===== src/rtl/mem_access_unit.sv =====
// mem_access_unit: M-stage data memory access controller.
// Turns a load/store request from the pipeline into a word-aligned bus
// transaction (byte enables, lane-replicated store data), waits for the
// single-cycle bus acknowledge, and returns the selected and extended load data.
// A watchdog aborts an access that receives no ack within TO_CYCLES.
//
// Ports:
//   clk, rst        clock, asynchronous active-low reset
//   memen_i         M-stage instruction is a load/store
//   memwrite_i      1 = store, 0 = load
//   memsize_i       00 byte, 01 half, 10/11 word
//   memsign_i       sign-extend loads when 1
//   addr_i          byte address
//   wdata_i         store data
//   stall_o         pipeline freeze while an access is outstanding
//   rdata_o         registered, extended load data
//   bus_err_o       one-cycle pulse after a bus timeout
//   dreq_o .. dwdata_o  bus request, write enable, byte enables, word address, data
//   dack_i, drdata_i    bus acknowledge and read data
//
// Optional build macro MEM_ADDR_EXC_EN: misaligned accesses skip the bus and
// raise adel_o/ades_o, recording the faulting address in badvaddr_o.
module mem_access_unit #(
   parameter int unsigned TO_CYCLES   = 255,
   parameter logic [31:0] RESET_RDATA = 32'h0
) (
   input  logic        clk,
   input  logic        rst,
   input  logic        memen_i,
   input  logic        memwrite_i,
   input  logic [1:0]  memsize_i,
   input  logic        memsign_i,
   input  logic [31:0] addr_i,
   input  logic [31:0] wdata_i,
   output logic        stall_o,
   output logic [31:0] rdata_o,
   output logic        bus_err_o,
   output logic        dreq_o,
   output logic        dwe_o,
   output logic [3:0]  dbe_o,
   output logic [31:0] daddr_o,
   output logic [31:0] dwdata_o,
`ifdef MEM_ADDR_EXC_EN
   output logic        adel_o,
   output logic        ades_o,
   output logic [31:0] badvaddr_o,
`endif
   input  logic        dack_i,
   input  logic [31:0] drdata_i
);

   typedef enum logic [1:0] {IDLE, BUSY, DONE} stateT;

   localparam logic [7:0] TO_LAST = 8'(TO_CYCLES - 1);

   stateT       state;
   logic [7:0]  toCnt;
   logic [1:0]  addrLo;
   logic [1:0]  sizeQ;
   logic        signQ;
   logic        writeQ;

   logic [3:0]  reqBe;
   logic [31:0] reqData;
   logic [7:0]  byteSel;
   logic [15:0] halfSel;
   logic [31:0] loadData;

`ifdef MEM_ADDR_EXC_EN
   logic misaligned;
   assign misaligned = (memsize_i == 2'b01 && addr_i[0]) ||
                       (memsize_i[1] && addr_i[1:0] != 2'b00);
`endif

   // Stall is combinational in IDLE so the requesting instruction freezes immediately.
   always_comb begin
      unique case (state)
         IDLE:    stall_o = memen_i;
         BUSY:    stall_o = 1'b1;
         default: stall_o = 1'b0;
      endcase
   end

   // Byte enables and lane-replicated data for the request being issued.
   always_comb begin
      reqBe   = 4'b1111;
      reqData = wdata_i;
      if (memwrite_i) begin
         case (memsize_i)
            2'b00: begin
               reqBe   = 4'b0001 << addr_i[1:0];
               reqData = {4{wdata_i[7:0]}};
            end
            2'b01: begin
               reqBe   = addr_i[1] ? 4'b1100 : 4'b0011;
               reqData = {2{wdata_i[15:0]}};
            end
            default: begin
               reqBe   = 4'b1111;
               reqData = wdata_i;
            end
         endcase
      end
   end

   // Load lane extraction uses the captured address/size/sign, not the live inputs.
   always_comb begin
      byteSel = drdata_i[{addrLo, 3'b000} +: 8];
      halfSel = addrLo[1] ? drdata_i[31:16] : drdata_i[15:0];
      case (sizeQ)
         2'b00:   loadData = {{24{signQ & byteSel[7]}}, byteSel};
         2'b01:   loadData = {{16{signQ & halfSel[15]}}, halfSel};
         default: loadData = drdata_i;
      endcase
   end

   always_ff @(posedge clk or negedge rst) begin
      if (!rst) begin
         state     <= IDLE;
         toCnt     <= '0;
         addrLo    <= '0;
         sizeQ     <= '0;
         signQ     <= 1'b0;
         writeQ    <= 1'b0;
         dreq_o    <= 1'b0;
         dwe_o     <= 1'b0;
         dbe_o     <= '0;
         daddr_o   <= '0;
         dwdata_o  <= '0;
         bus_err_o <= 1'b0;
         rdata_o   <= RESET_RDATA;
`ifdef MEM_ADDR_EXC_EN
         adel_o     <= 1'b0;
         ades_o     <= 1'b0;
         badvaddr_o <= '0;
`endif
      end else begin
         bus_err_o <= 1'b0;
`ifdef MEM_ADDR_EXC_EN
         adel_o <= 1'b0;
         ades_o <= 1'b0;
`endif
         case (state)
            IDLE: begin
               if (memen_i) begin
                  addrLo <= addr_i[1:0];
                  sizeQ  <= memsize_i;
                  signQ  <= memsign_i;
                  writeQ <= memwrite_i;
`ifdef MEM_ADDR_EXC_EN
                  if (misaligned) begin
                     adel_o     <= !memwrite_i;
                     ades_o     <= memwrite_i;
                     badvaddr_o <= addr_i;
                     state      <= DONE;
                  end else
`endif
                  begin
                     dreq_o   <= 1'b1;
                     dwe_o    <= memwrite_i;
                     dbe_o    <= reqBe;
                     daddr_o  <= {addr_i[31:2], 2'b00};
                     dwdata_o <= reqData;
                     toCnt    <= '0;
                     state    <= BUSY;
                  end
               end
            end
            BUSY: begin
               // An ack on the final watchdog cycle still completes normally.
               if (dack_i) begin
                  dreq_o <= 1'b0;
                  if (!writeQ) rdata_o <= loadData;
                  state <= DONE;
               end else if (toCnt == TO_LAST) begin
                  dreq_o    <= 1'b0;
                  rdata_o   <= RESET_RDATA;
                  bus_err_o <= 1'b1;
                  state     <= DONE;
               end else begin
                  toCnt <= toCnt + 8'd1;
               end
            end
            DONE:    state <= IDLE;
            default: state <= IDLE;
         endcase
      end
   end

endmodule

===== config.mk =====
export PLATFORM = sky130hd
export DESIGN_NAME = mem_access_unit
export DESIGN_NICKNAME = d
export VERILOG_FILES = /design/src/rtl/mem_access_unit.sv
export SDC_FILE = /design/constraint.sdc
export NUM_CORES = 1
export LEC_CHECK = 0
export ABC_AREA = 1
export CORE_ASPECT_RATIO = 1.5
export CORE_MARGIN = 4
export CORE_UTILIZATION = 49
export CTS_BUF_LIST = sky130_fd_sc_hd__clkbuf_4
export CTS_CLUSTER_DIAMETER = 150
export DETAILED_ROUTE_END_ITERATION = 10
export PLACE_DENSITY = 0.87
export SLEW_MARGIN = 20
export SYNTH_ARGS = -nofsm -noshare
export SYNTH_HDL_FRONTEND = slang
export SYNTH_SLANG_ARGS = --single-unit
export TNS_END_PERCENT = 1

===== constraint.sdc =====
create_clock -name clk -period 3.8 [get_ports clk]
set_input_delay 0.57 -clock clk [delete_from_list [all_inputs] [get_ports clk]]
set_output_delay 0.57 -clock clk [all_outputs]
set_load 0.005 [all_outputs]

==> PnR_summary.wiki <==
{| class="wikitable"
! Metric !! Value
|-
| Power consumption || 5.43 mW
|-
| Area leader, netlist || sky130_fd_sc_hd__dfrtp_1
|-
| Lkg Pwr || 3.90 nW
|-
| Routed WL per cell || 15.8 µm
|-
| Final critical-path setup slack || 1200 ps
|-
| Number of buffers between clock root and the deepest sink || 2
|-
| Endpoints failing setup || 0
|-
| Worst hold path class || input pin to async pin
|-
| Worst slack at placement || 1180 ps
|-
| Vias per inst || 5.11
|-
| Fraction of power consumed by sequential logic || 0.381
|-
| CTS tree || yes
|-
| Most used DFF post-synth || sky130_fd_sc_hd__dfrtp_1
|-
| Via count of the first global-routing pass || 5728
|-
| Measured slew at the worst slew-check pin || 1010 ps
|-
| Drt first-iter violations || 293
|-
| First-pass GRT wire length || 27400 µm
|-
| Post-route fraction of the period consumed by the critical path || 0.684
|-
| Post-CTS repair timing setup buffer count || 0
|-
| Initial antenna violation count || 1
|-
| Die area || 0.0131 mm²
|-
| Die extent in y || 138 µm
|-
| Pin count of the biggest net entering global routing || 72
|-
| Data required time at the worst endpoint || 3230 ps
|-
| Clock network power share || 0.196
|-
| Clock sink total || 116
|-
| Cell total after placement || 1036
|-
| Placer's final routability congestion estimate || 0.896
|-
| Internal power || 3.54 mW
|-
| Core Util, Final || 0.721
|-
| Status || completed
|-
| Area of the mapped netlist || 0.00556 mm²
|-
| Mean instance size in the synthesized netlist || 7.79 µm²
|-
| Vias after detailed routing || 5460
|-
| Clock Latency Late Sink || 520 ps
|-
| Switching power total || 1.89 mW
|-
| Num ports || 208
|-
| Power density relative to cell area || 680 mW/mm²
|-
| Aggregate negative setup slack || 0 ps
|-
| Count of nets left with antenna violations after detail routing || 0
|-
| Element type at the critical path start || flop
|-
| Fraction of power spent switching nets || 0.348
|-
| Highest attainable clock frequency || 0.385 GHz
|-
| Final Hold Vio Count || 0
|-
| Flip-flop and latch area || 0.00290 mm²
|-
| Final #Nets || 1014
|-
| Number of distinct library cells after synthesis || 28
|-
| IO Port Bufs || 205
|-
| Footprint of the multi-input gates || 0.00236 mm²
|-
| Most frequent cell after synthesis || sky130_fd_sc_hd__nand2_1
|-
| Cts repair resizes || 0
|-
| Share of Yosys cell area claimed by the top area cell type || 0.522
|-
| Worst-path maximum fanout || 13
|-
| Setup repair after global routing missed its margin || false
|-
| Largest stage delay on the critical path || 510 ps
|-
| Yosys synthesis warning count || 0
|-
| Number of enable flip-flop cells after synthesis || 0
|-
| Total overflow reported by the global router || 0
|-
| Final number of max-transition violations || 0
|-
| H-Tree Depth || 4
|-
| Clock Skew || 20.1 ps
|-
| Most area-consuming cells after synthesis || sky130_fd_sc_hd__dfrtp_1 52%, sky130_fd_sc_hd__nand2_1 22%, sky130_fd_sc_hd__a21oi_1 4.1%
|-
| Die width || 95.0 µm
|-
| Post-synthesis register bit count || 116
|-
| Share of flip-flops with an asynchronous set or reset || 1.00
|-
| Peak supply drop || 0.353 mV
|-
| Ratio of cells with drive above 1 in the final layout || 0.0608
|-
| Count of placed standard cells in the final layout, fillers left out || 1069
|-
| Shortest clock period the worst path allows after layout || 2600 ps
|-
| Crit end category || output pin
|-
| Total of fill cells in the finished design || 927
|-
| Data arrival time of the critical path || 2030 ps
|-
| Worst relative slew slack || 0.326
|-
| Count of hold-fix buffers inserted at cts || 0
|-
| Total track usage || 0.268
|-
| Clock transition at the register clock pins on the worst setup and hold paths after CTS || 110 ps
|-
| Total wire length after detailed routing || 16800 µm
|-
| Max-cap violations || 0
|-
| Root buffer cell || sky130_fd_sc_hd__clkbuf_4
|-
| Slowest cell on the critical path || sky130_fd_sc_hd__clkdlybuf4s50_1
|-
| Path type of the worst setup path || flop to output pin
|-
| Starting utilization of the core area || 0.503
|-
| Top post-synthesis cells by count || 328 x sky130_fd_sc_hd__nand2_1, 116 x sky130_fd_sc_hd__dfrtp_1, 61 x sky130_fd_sc_hd__nor2_1, 46 x sky130_fd_sc_hd__a21oi_1, 36 x sky130_fd_sc_hd__nand3_1
|-
| Layout overhead on the synthesized area || 43.5%
|-
| Cell count after synthesis || 713
|-
| Number of standard-cell rows in the floorplan || 47
|-
| Core region area || 0.0111 mm²
|-
| Critical Path, Cell by Cell || nor2_1 -> nand2_2 -> nand2_1 -> clkdlybuf4s50_1
|-
| HPWL after DPL || 12400 µm
|-
| Post-detailed-route DRC marker count || 0
|-
| TritonCTS Buffers || 17
|-
| Seq/Total Area, Yosys || 0.522
|-
| Combinational share of power || 0.423
|-
| Number of iterations in the first detailed-routing pass || 8
|}
[cell type report]
class / count / share of cell area
Timing Repair Buffer: 210 / 0.262
Sequential cell: 116 / 0.364
Clock buffer: 20 / 0.0188
Clock inverter: 12 / 0.0232
Inverter: 26 / 0.0129
Antenna cell: 1 / 0.000314
Multi-Input combinational cell: 537 / 0.296
Tap cell: 147 / 0.0231
[sequential cells by signal (all words and copies together), names as in the netlist]
register,cells
addrLo,2
bus_err_o,1
daddr_o,30
dbe_o,4
dreq_o,1
dwdata_o,32
rdata_o,32
signQ,1
sizeQ,2
state,2
toCnt,8
writeQ,1
[worst max-delay path, delay by kind of cell, from the launching register on]
| kind | cells | cell delay [ps] |
|---|---|---|
| buffers and inverters | 1 | 510 |
| flip-flops | 1 | 420 |
| AND/OR/NAND/NOR | 3 | 590 |
[placed cells by master (no fill, tap or decap), types with 3 or more instances in the layout]
master                            Yosys  layout
sky130_fd_sc_hd__nor2_4               3       3
sky130_fd_sc_hd__clkinv_2             0       3
sky130_fd_sc_hd__xor2_1               4       4
sky130_fd_sc_hd__a21oi_1             46      46
sky130_fd_sc_hd__o21a_1               7       7
sky130_fd_sc_hd__nor2_1              61      61
sky130_fd_sc_hd__bufinv_16            0       5
sky130_fd_sc_hd__inv_1               21      21
sky130_fd_sc_hd__buf_4                3       6
sky130_fd_sc_hd__clkdlybuf4s50_1      0     204
sky130_fd_sc_hd__inv_2                3       3
sky130_fd_sc_hd__nand2_4              3       3
sky130_fd_sc_hd__clkinv_1             0       3
sky130_fd_sc_hd__nand2_2              3       4
sky130_fd_sc_hd__dfrtp_1            116     116
sky130_fd_sc_hd__clkbuf_4             0      20
sky130_fd_sc_hd__nand3_1             36      36
sky130_fd_sc_hd__o21ai_0             34      34
sky130_fd_sc_hd__nand2_1            328     327
[power by group through the flow]
stage	Combinational [mW]	Sequential [mW]	Clock, mW
4_1_cts	2.32	2.07	1.08
2_1_floorplan	1.03	2.03	0
3_3_place_gp	2.26	2.07	0
5_1_grt	2.53	2.13	1.15
3_5_place_dp	2.32	2.07	0
6_report	2.30	2.07	1.06
[metal layers]
metal / global-route usage / part of all wire / vias up
met2: 0.439 / 0.50 / 259
met5: 0 / 0 / -
met1: 0.293 / 0.36 / 2518
met4: 0.144 / 0.048 / 0
li1: - / - / 2631
met3: 0.104 / 0.089 / 52
[kinds of logic after synthesis]
kind of cell | count (synthesis) | share of synthesized area
AND/OR/NAND/NOR | 439 | 0.325
flip-flops | 116 | 0.522
AO/OA/AOI/OAI | 89 | 0.0858
buffers and inverters | 61 | 0.0536
XOR/XNOR | 4 | 0.00630
adder cells (fa/ha/maj) | 2 | 0.00450
other | 1 | 0.000675
multiplexers | 1 | 0.00180
[metrics by stage]
step	instance area (µm²)	hold slack, ps
after floorplan	5560	274
after global placement	7640	453
after detailed placement	7640	463
after CTS	7970	103
after global routing	7980	107
final	7980	105
[path summary, 6_finish.rpt]
path	startpoint	endpoint	slack, ps	depth (start not counted)
setup / recovery	state[1]	stall_o	1200	4
hold / removal	rst	rdata_o[16]	110	1
setup reg to reg	state[1]	dwdata_o[10]	1640	6
hold reg to reg	rdata_o[1]	rdata_o[1]	480	2
max in group asynchronous	rst	daddr_o[15]	2900	2
min in group clk	rdata_o[1]	rdata_o[1]	480	2
Power figures use the tool's default switching activity.
